<file path="config.mk">
export PLATFORM = sky130hd
export DESIGN_NAME = fetch_queue_flat
export DESIGN_NICKNAME = d
export VERILOG_FILES = /design/src/rtl/fetch_queue_if.sv /design/src/rtl/fetch_queue.sv /design/src/flat_wrapper.sv
export SDC_FILE = /design/constraint.sdc
export NUM_CORES = 1
export LEC_CHECK = 0
export ABC_AREA = 0
export CAP_MARGIN = 20
export CORE_MARGIN = 10
export CORE_UTILIZATION = 29
export CTS_BUF_LIST = sky130_fd_sc_hd__clkbuf_16
export DETAILED_ROUTE_END_ITERATION = 6
export PLACE_DENSITY = 0.57
export SYNTH_ARGS = -nofsm -noshare
export SYNTH_HDL_FRONTEND = slang
export SYNTH_SLANG_ARGS = --single-unit
export TNS_END_PERCENT = 10
</file>
<file path="constraint.sdc">
create_clock -name clk -period 4.4 [get_ports clk]
set_input_delay 0.66 -clock clk [delete_from_list [all_inputs] [get_ports clk]]
set_output_delay 0.66 -clock clk [all_outputs]
set_load 0.02 [all_outputs]
</file>
<file path="src/rtl/fetch_queue_if.sv">
// Fetch-queue signal bundle: instruction ROM address/data, execute redirect,
// and the decode-facing head-of-queue valid/ready channel.
interface fetch_queue_if #(
  parameter int ADDRESS_WIDTH = 32,
  parameter int INSTR_WIDTH   = 32,
  parameter int DEPTH         = 4
);
  logic [ADDRESS_WIDTH-1:0]   imem_addr;
  logic [INSTR_WIDTH-1:0]     imem_instr;
  logic                       redirect;
  logic [ADDRESS_WIDTH-1:0]   redirect_pc;
  logic                       out_valid;
  logic                       out_ready;
  logic [INSTR_WIDTH-1:0]     out_instr;
  logic [ADDRESS_WIDTH-1:0]   out_pc;
  logic [ADDRESS_WIDTH-1:0]   out_pc_plus4;
  logic [$clog2(DEPTH):0]     count;

  // Fetch queue side.
  modport master (
    output imem_addr,
    input  imem_instr,
    input  redirect,
    input  redirect_pc,
    output out_valid,
    input  out_ready,
    output out_instr,
    output out_pc,
    output out_pc_plus4,
    output count
  );

  // ROM / execute / decode side.
  modport slave (
    input  imem_addr,
    output imem_instr,
    output redirect,
    output redirect_pc,
    input  out_valid,
    output out_ready,
    input  out_instr,
    input  out_pc,
    input  out_pc_plus4,
    input  count
  );
endinterface

</file>
<file path="src/rtl/fetch_queue.sv">
// Fetch front end: owns the fetch PC, captures ROM words with their PC into an
// in-order FIFO, and presents the head to decode; redirects flush and restart.
module fetch_queue #(
  parameter int                    ADDRESS_WIDTH = 32,
  parameter int                    INSTR_WIDTH   = 32,
  parameter int                    DEPTH         = 4,
  parameter logic [ADDRESS_WIDTH-1:0] RESET_PC   = '0
) (
  input  logic           clk,
  input  logic           rst,
  fetch_queue_if.master  bus
);
  localparam int PTR_W = $clog2(DEPTH);
  localparam int CNT_W = PTR_W + 1;
  localparam logic [CNT_W-1:0] FULL_CNT = CNT_W'(DEPTH);
  localparam logic [INSTR_WIDTH-1:0] NOP = INSTR_WIDTH'(32'h0000_0013);

  // Handshake: an entry transfers to decode on a cycle where out_valid and
  // out_ready are both high at the rising edge; out_valid never depends on
  // out_ready, and out_ready is ignored while the queue is empty.

  logic [ADDRESS_WIDTH-1:0] fetch_pc;
  logic [INSTR_WIDTH-1:0]   instr_mem [DEPTH];
  logic [ADDRESS_WIDTH-1:0] pc_mem    [DEPTH];
  logic [PTR_W-1:0]         rd_ptr;
  logic [PTR_W-1:0]         wr_ptr;
  logic [CNT_W-1:0]         count;

  logic empty;
  logic full;
  logic pop;
  logic push;

  assign empty = (count == '0);
  assign full  = (count == FULL_CNT);
  assign pop   = !empty && bus.out_ready;
  // A full queue still accepts a word when the head leaves in the same cycle.
  assign push  = !bus.redirect && (!full || pop);

  always_ff @(posedge clk) begin
    if (rst) begin
      fetch_pc <= RESET_PC;
      rd_ptr   <= '0;
      wr_ptr   <= '0;
      count    <= '0;
    end else if (bus.redirect) begin
      fetch_pc <= {bus.redirect_pc[ADDRESS_WIDTH-1:2], 2'b00};
      rd_ptr   <= '0;
      wr_ptr   <= '0;
      count    <= '0;
    end else begin
      if (push) begin
        fetch_pc <= fetch_pc + ADDRESS_WIDTH'(4);
        wr_ptr   <= wr_ptr + 1'b1;
      end
      if (pop) begin
        rd_ptr <= rd_ptr + 1'b1;
      end
      case ({push, pop})
        2'b10:   count <= count + 1'b1;
        2'b01:   count <= count - 1'b1;
        default: count <= count;
      endcase
    end
  end

  // Storage is data-only; validity is tracked entirely by count.
  always_ff @(posedge clk) begin
    if (!rst && push) begin
      instr_mem[wr_ptr] <= bus.imem_instr;
      pc_mem[wr_ptr]    <= fetch_pc;
    end
  end

  logic [ADDRESS_WIDTH-1:0] head_pc;
  assign head_pc = empty ? '0 : pc_mem[rd_ptr];

  assign bus.imem_addr    = fetch_pc;
  assign bus.out_valid    = !empty;
  assign bus.out_instr    = empty ? NOP : instr_mem[rd_ptr];
  assign bus.out_pc       = head_pc;
  assign bus.out_pc_plus4 = head_pc + ADDRESS_WIDTH'(4);
  assign bus.count        = count;
endmodule

</file>
<file path="src/flat_wrapper.sv">
// flat-port wrapper written by rule: the top's interface ports become plain ports
module fetch_queue_flat 
#(
  parameter int                    ADDRESS_WIDTH = 32,
  parameter int                    INSTR_WIDTH   = 32,
  parameter int                    DEPTH         = 4,
  parameter logic [ADDRESS_WIDTH-1:0] RESET_PC   = '0
)
  (clk, rst, bus_imem_addr, bus_imem_instr, bus_redirect, bus_redirect_pc, bus_out_valid, bus_out_ready, bus_out_instr, bus_out_pc, bus_out_pc_plus4, bus_count);
  fetch_queue_if #(.ADDRESS_WIDTH(ADDRESS_WIDTH), .INSTR_WIDTH(INSTR_WIDTH), .DEPTH(DEPTH)) bus_i ();
  input  logic clk;
  input  logic rst;
  output wire logic [$bits(bus_i.imem_addr)-1:0] bus_imem_addr;
  input wire logic [$bits(bus_i.imem_instr)-1:0] bus_imem_instr;
  input wire logic [$bits(bus_i.redirect)-1:0] bus_redirect;
  input wire logic [$bits(bus_i.redirect_pc)-1:0] bus_redirect_pc;
  output wire logic [$bits(bus_i.out_valid)-1:0] bus_out_valid;
  input wire logic [$bits(bus_i.out_ready)-1:0] bus_out_ready;
  output wire logic [$bits(bus_i.out_instr)-1:0] bus_out_instr;
  output wire logic [$bits(bus_i.out_pc)-1:0] bus_out_pc;
  output wire logic [$bits(bus_i.out_pc_plus4)-1:0] bus_out_pc_plus4;
  output wire logic [$bits(bus_i.count)-1:0] bus_count;
  assign bus_imem_addr = bus_i.imem_addr;
  assign bus_i.imem_instr = bus_imem_instr;
  assign bus_i.redirect = bus_redirect;
  assign bus_i.redirect_pc = bus_redirect_pc;
  assign bus_out_valid = bus_i.out_valid;
  assign bus_i.out_ready = bus_out_ready;
  assign bus_out_instr = bus_i.out_instr;
  assign bus_out_pc = bus_i.out_pc;
  assign bus_out_pc_plus4 = bus_i.out_pc_plus4;
  assign bus_count = bus_i.count;
  fetch_queue #(.ADDRESS_WIDTH(ADDRESS_WIDTH), .INSTR_WIDTH(INSTR_WIDTH), .DEPTH(DEPTH), .RESET_PC(RESET_PC)) u_core (.clk(clk), .rst(rst), .bus(bus_i));
endmodule
</file>
Word level (Yosys, flattened, before mapping)
Memory sizes are Yosys's and may differ from the RTL's. A register that Yosys moved wholly into a read port is not among the register bits.
Cells that the tools add are included.
Widths: inputs -> output; s select.
{ "totals": {"register_bits": 39, "ramBits": 256, "inputBits": 68, "output_inout_bits": 132, "word_cells": 39, "mem_count": 2} }
{ "classes": {"addsub": 6, "n_eq_ne": 3, "n_mux": 11, "reduce_logical": 12} }
{ "mem_list": {"columns": ["name", "depth", "width", "rd", "rd_clocked_by_memory_dff", "write_ports", "line", "rtl"], "rows": [
  ["u_core.instr_mem", 4, 32, 1, 1, 1, "fetch_queue.sv:23", "logic [INSTR_WIDTH-1:0] instr_mem [DEPTH];"],
  ["u_core.pc_mem", 4, 32, 1, 1, 1, "fetch_queue.sv:24", "logic [ADDRESS_WIDTH-1:0] pc_mem [DEPTH];"]
]} }
{ "op_table": {"columns": ["operator", "n"], "rows": [
  ["$mux 32", 4],
  ["$add 32x3->32 const B", 2],
  ["$mux 2", 4],
  ["$pmux 3 s2", 1],
  ["$add 2x1->2 const B", 2],
  ["$logic_not 1->1", 4],
  ["$reduce_bool 2->1", 2],
  ["$add 3x1->3 const B", 1],
  ["$eq 3x3->1 const B", 1],
  ["$logic_and 1x1->1", 3],
  ["$logic_not 3->1", 1],
  ["$sub 3x1->3 const B", 1],
  ["$eq 2x1->1 const B", 1],
  ["$eq 2x2->1 const B", 1],
  ["$mux 1", 2],
  ["$reduce_or 2->1", 1],
  ["$logic_or 1x1->1", 1]
]} }

Logic depth before layout (Yosys ltp)
Gate-level depths: netlist of run 1.
{ "depth": {"depth_word": 8, "mapped_depth": 11, "mapped_depth_nobuf": 9} }

Least setup slack after synthesis of run 1
Ideal clock, no wire load.
{ "synth_path": {"path_type": "reg2out", "start": "reg u_core.count[0], in the netlist u_core.bus.count[0]", "end": "out bus_out_pc_plus4[26]", "arrival_time_ps": 2962, "required_ps": 3740, "slack_ps": 778, "stages_incl_launch_ff": 12, "path_buffers": 2, "path_cell_list": "dfxtp_1 -> nor3_1 -> inv_1 -> clkbuf_1 -> clkbuf_1 -> and2_1 -> ha_1 -> nand2_1 -> nor4_1 -> and3_1 -> nand3_1 -> xnor2_1"} }
{ "synth_via": {"elab_chain_cells": 3} }
{ "synth_lines": {"columns": ["element", "line", "rtl"], "rows": [
  ["from (decl)", "fetch_queue.sv:27", "logic [CNT_W-1:0] count;"],
  ["from (signal assigned)", "fetch_queue.sv:60", "2'b10: count <= count + 1'b1;"],
  ["from (signal assigned)", "fetch_queue.sv:61", "2'b01: count <= count - 1'b1;"],
  ["from (signal assigned)", "fetch_queue.sv:62", "default: count <= count;"],
  ["$logic_not 3->1", "fetch_queue.sv:34", "assign empty = (count == '0);"],
  ["$mux 32", "fetch_queue.sv:76", "assign head_pc = empty ? '0 : pc_mem[rd_ptr];"],
  ["named net bus_out_pc[3]", "flat_wrapper.sv:20", "output wire logic [$bits(bus_i.out_pc)-1:0] bus_out_pc;"],
  ["$add 32x3->32", "fetch_queue.sv:82", "assign bus.out_pc_plus4 = head_pc + ADDRESS_WIDTH'(4);"],
  ["to (decl)", "flat_wrapper.sv:21", "output wire logic [$bits(bus_i.out_pc_plus4)-1:0] bus_out_pc_plus4;"]
]} }
The timed path passes the listed nets, and every way through them passes these cells.

==> results.cfg, run 1 <==
[synth]
syn_area_um2 = 12400
synth-async-reset-ratio = 0
yosysSeqAreaShare = 0.664
synth_cell_types = 46
synth_edf_count = 248
synth.avg_cell_area_um2 = 15.7
yosys_warnings = 0
netlist_instances = 787
synth_ff_type = edfxtp_1
synth.ff_latch_count = 287

[worst_setup_path]
slowest_stage = clkdlybuf4s50_1
worstSetupPathType = reg2out
cpLargestDelayFamily = buffers and inverters
reg2reg_from = u_core.bus.imem_addr[6]
crit_path_end_kind = output port
setup.worst_path.start_class = register
timing.critical_path.slowest_cell_delay_ns = 0.62
path_max_fanout = 30
reg2reg_to = u_core.bus.imem_addr[30]
cp_num_buf_inv = 2
r2r_slack_ns = 1.85
crit_chain = buf_4 > mux4_1 > and4_2 > nand4_4 > nor4b_1 > xor2_1 > clkdlybuf4s50_1
r2r_cells = 6
critPathArrivalTime_ns = 3.53
required_ns = 3.74

[sta]
timing.final.crit_share = 0.953
hold_viol = 0
slew_headroom = 0.317
fmax_mhz = 239
worstMarginPinSlew_ns = 1.02
slew_violations = 0
holdWs_ns = 0.508
rsz0062_at_grt = false
setup_viol = 0
fin_tns_setup_ns = 0
skew_ns = 0.0110
period_minus_slack_ns = 4.19

[global_route]
antenna_found_initial = 0
grt_pass1_vias = 7551
grt_start_max_net_pins = 63
track_usage = 0.121
overflow = 0
grt_pass1_wl_um = 47100

[min_path]
hold_class = reg2reg
min-delay-start = u_core.wr_ptr[1]
worstHoldEndpoint = u_core.wr_ptr[1]
holdPathStages = 2

[clock_tree]
cts_tree = done
cts.clk_slew.worst_paths_ns = 0.06
root_buffer = clkbuf_16
cts_buffers = 31
clockBufferDepth = 3
cts_max_level = 1
clk_latency_ns = 0.57
cts.sinks = 287

[routing]
wl_per_cell_um = 20.5
wirelength_um = 31700
drc = 0
drtAntennaViolNets = 0
vias_per_cell = 4.65
drt-initial-drc-count = 442
vias = 7182
drt-pass1-iter-count = 6

[final_layout]
final_nets = 1059
most-common-layout-cells = edfxtp_1, clkdlybuf4s50_1, and2_1, mux4_2, nor2_1
multi_input_area_um2 = 3820
final_common_cell = edfxtp_1
fill_cells = 3970
syn_to_final_growth_pct = 27.8
drive_gt1_frac = 0.132
antenna_cells = 0
register_area_um2 = 8240

[floorplanning]
rows = 75
ioPinCount = 200
fp.dieArea_um2 = 51400
die_y_um = 227
start_util = 0.294
die_x_um = 227
core_um2 = 42100

[status]
outcome = finished, final reports clean

[place]
post-dp-hpwl_um = 21700
gp_congestion = 0.783
io_buffers = 191

[power]
p_leak_nw = 5.33
ir_worst_vdd_mv = 0.250
powerDensity_nw_per_um2 = 395

[run]
max_cap_violations = 0
==> layer usage <==
metal / global-route usage / wire length, µm / vias up
li1: - / - / 3363
met1: 0.155 / 13800 / 3629
met2: 0.196 / 15100 / 161
met3: 0.0394 / 2470 / 29
met4: 0.0236 / 379 / 0
met5: 0 / 0 / -
==> cell usage after synthesis, types with 14 or more instances <==
master	number	area share
nand2_1	42	0.013
nand3_1	27	0.011
edfxtp_1	248	0.60
a21oi_1	14	0.0057
and2_1	63	0.032
mux4_1	15	0.032
clkbuf_1	24	0.0073
xnor2_1	33	0.023
mux4_2	48	0.087
dfxtp_1	39	0.063
inv_1	27	0.0082
nor2_1	43	0.013
xor2_1	24	0.017
==> cells by family (layout without fill, tap and decap cells) <==
group / Yosys count / in the layout / share of synthesized area
buf+inv: 75 / 289 / 0.0315
xor+xnor: 57 / 57 / 0.0403
mux: 76 / 76 / 0.130
flops: 287 / 287 / 0.664
other cells: 1 / 6 / 0.000303
simple gates: 243 / 243 / 0.106
compound gates: 41 / 41 / 0.0201
fa+ha+maj: 7 / 7 / 0.00768
==> report_power, final <==
group / internal [W] / switching [W] / leakage [nW]
sequential: 0.00303 / 0.0000635 / 2.62
combinational: 0.000347 / 0.000400 / 2.21
clock: 0.00138 / 0.00104 / 0.500
==> flip-flops by register name, indices dropped and copies added, names as in the netlist, named ones only <==
name,flops
u_core.wr_ptr,2
u_core.bus.imem_addr,30
u_core.instr_mem,128
u_core.bus.count,3
u_core.rd_ptr,2
u_core.pc_mem,120
==> worst register-to-register path: cells and delay by family, from the launching register on <==
kind / cells / cell delay [ns]
AND/OR/NAND/NOR: 4 / 1.53
flip-flops: 1 / 0.55
AO/OA/AOI/OAI: 1 / 0.22
XOR/XNOR: 1 / 0.17
==> layout make-up <==
type	count	share of cell area
clock inverter	23	0.00957
tap	539	0.0426
timing repair buffer	206	0.129
inverter	28	0.00664
multi-input combinational	430	0.241
clock buffer	32	0.0506
sequential	287	0.520
==> repair_timing <==
| item | 4_1_cts | 5_1_grt |
|---|---|---|
| buffers inserted | 0 | 0 |
| hold buffers | 0 | 0 |
| resized for setup | 5 | 3 |
| setup endpoints to repair | 3 | 4 |
==> per-stage QoR <==
stage | cell area (µm²) | utilization | total power, W | setup slack, ns | instances
after floorplan | 12400 | - | 0.00352 | 0.778 | 792
after global placement | 14900 | 0.352 | 0.00390 | 0.380 | 1490
after detailed placement | 14900 | 0.352 | 0.00391 | 0.449 | 1490
after CTS | 15800 | 0.375 | 0.00634 | 0.0157 | 1545
after global routing | 15800 | 0.376 | 0.00650 | 0.0484 | 1545
final | 15800 | 0.376 | 0.00625 | 0.208 | 1545
==> worst max-delay path by stage <==
stage / from / to / slack [ns] / cells past startpoint
5_1_grt: register / bus_out_pc_plus4[27] / 0.05 / 7
3_5_place_dp: register / bus_out_pc_plus4[31] / 0.45 / 10
4_1_cts: register / bus_out_pc_plus4[31] / 0.02 / 10
3_3_place_gp: register / bus_out_pc_plus4[31] / 0.38 / 10
2_1_floorplan: u_core.bus.count[0] / bus_out_pc_plus4[26] / 0.78 / 11
6_report: register / bus_out_pc_plus4[27] / 0.21 / 7
Note: power is estimated with default switching activity, not from simulation.
==> inputs of run 2 (changes only) <==
--- a/config.mk
+++ b/config.mk
@@ -12,6 +12,7 @@
 export CTS_BUF_LIST = sky130_fd_sc_hd__clkbuf_16
 export DETAILED_ROUTE_END_ITERATION = 6
 export PLACE_DENSITY = 0.57
+export SLEW_MARGIN = 25
 export SYNTH_ARGS = -nofsm -noshare
 export SYNTH_HDL_FRONTEND = slang
 export SYNTH_SLANG_ARGS = --single-unit
==> constraint.sdc (replaced) <==
create_clock -name clk -period 4.4 [get_ports clk]
set_input_delay 0.66 -clock clk [delete_from_list [all_inputs] [get_ports clk]]
set_output_delay 0.66 -clock clk [all_outputs]
set_load 0.01 [all_outputs]
==> results.cfg, run 2 (same netlist as run 1, synthesis figures left out) <==
[status]
outcome = finished, final reports clean

[floorplanning]
ioPinCount = 200
start_util = 0.294
die_y_um = 227
fp.dieArea_um2 = 51400
die_x_um = 227
core_um2 = 42100
rows = 75

[sta]
setup_viol = 0
period_minus_slack_ns = 4.23
skew_ns = 0.0249
rsz0062_at_grt = false
holdWs_ns = 0.499
slew_violations = 0
worstMarginPinSlew_ns = 0.951
fmax_mhz = 236
hold_viol = 0
fin_tns_setup_ns = 0
slew_headroom = 0.366
timing.final.crit_share = 0.961

[power]
ir_worst_vdd_mv = 0.273
powerDensity_nw_per_um2 = 392
p_leak_nw = 5.34

[worst_setup_path]
slowest_stage = clkdlybuf4s50_1
crit_chain = buf_4 > mux4_2 > and4_4 > and4_2 > nand4_4 > nor4b_1 > xor2_1 > clkdlybuf4s50_1
timing.critical_path.slowest_cell_delay_ns = 0.56
path_max_fanout = 13
worstSetupPathType = reg2out
required_ns = 3.74
cp_num_buf_inv = 2
critPathArrivalTime_ns = 3.57
setup.worst_path.start_class = register
crit_path_end_kind = output port
cpLargestDelayFamily = simple AND/OR/NAND/NOR gates

[global_route]
overflow = 0
grt_pass1_wl_um = 47300
grt_pass1_vias = 7454
antenna_found_initial = 0
track_usage = 0.121
grt_start_max_net_pins = 59

[clock_tree]
clockBufferDepth = 3
cts_tree = done
cts_max_level = 1
cts.sinks = 287
cts_buffers = 31
root_buffer = clkbuf_16
clk_latency_ns = 0.59
cts.clk_slew.worst_paths_ns = 0.06

[routing]
wl_per_cell_um = 20.4
wirelength_um = 31800
drt-initial-drc-count = 459
vias_per_cell = 4.63
drc = 0
drt-pass1-iter-count = 4
drtAntennaViolNets = 0
vias = 7188

[place]
post-dp-hpwl_um = 22000
place_area_um2 = 14900
gp_congestion = 0.758
io_buffers = 191

[final_layout]
final_nets = 1066
top_register = u_core.instr_mem
fill_cells = 3962
final_common_cell = edfxtp_1
largest_reg_flops = 128
drive_gt1_frac = 0.139
antenna_cells = 0
stdcell_area_um2 = 15900
syn_to_final_growth_pct = 28.2
most-common-layout-cells = edfxtp_1, clkdlybuf4s50_1, and2_1, mux4_2, nor2_1

[min_path]
hold_class = reg2reg

[run]
max_cap_violations = 0
run 2: cell count changes in the layout (fill, tap and decap cells not counted), sizes merged, moves of 2 or more:
cell           before  now
buf                16   23
clkinvlp            0    3
inv                38   35
clkdlybuf4s50     188  190
clkinv             12   14
run 2: cell type report:
cell class              count  area, µm²  area share
repair buffers            213       2080       0.131
clock inverters            26        188      0.0118
inverters                  28        108     0.00677
clock buffers              31        776      0.0488
flip-flops and latches    287       8240       0.518
well taps                 539        674      0.0425
multi-input cells         430       3830       0.241
run 2: worst paths after layout:
| check | from | slack, ns | depth (start not counted) | endpoint |
|---|---|---|---|---|
| worst min register to register | u_core.wr_ptr[1] | 0.50 | 2 | u_core.wr_ptr[1] |
| worst min-delay path | u_core.wr_ptr[1] | 0.50 | 2 | u_core.wr_ptr[1] |
| worst max-delay path | register | 0.17 | 8 | bus_out_pc_plus4[27] |
| worst max register to register | u_core.bus.imem_addr[4] | 1.85 | 6 | u_core.bus.imem_addr[18] |
run 2: worst min-delay path, delay by kind of cell, from the launching register on:
family / cells / cell delay [ns]
simple gates: 1 / 0.07
flops: 1 / 0.34
compound gates: 1 / 0.05
run 2: layer usage:
metal	share of wire	vias to the layer above	routed length [µm]	GRT usage
li1	-	3374	-	-
met1	0.45	3629	14300	0.162
met2	0.47	148	15000	0.192
met3	0.062	37	1970	0.0331
met4	0.017	0	545	0.0281
met5	0	-	0	0
run 2: where the power goes:
group | total, W | internal, W | switching, W | leakage, nW
Combinational | 0.000671 | 0.000348 | 0.000324 | 2.23
Clock | 0.00247 | 0.00140 | 0.00108 | 0.486
Sequential | 0.00309 | 0.00303 | 0.0000621 | 2.62
run 2: what timing repair did:
item / 4_1_cts / 5_1_grt
buffers inserted: 1 / 0
resized for setup: 4 / 4
hold buffers: 0 / 0
cloned: 0 / 0
endpoints found under the setup margin: 1 / 6
run 2: through the flow:
step                      power (W)  utilization  worst slack [ns]  std cells
after global routing        0.00648        0.377            0.0117       1554
after CTS                   0.00632        0.377            0.0218       1554
after floorplan             0.00344            -              1.09        792
final                       0.00623        0.377             0.170       1554
after detailed placement    0.00383        0.353             0.436       1496
after global placement      0.00382        0.353             0.452       1496
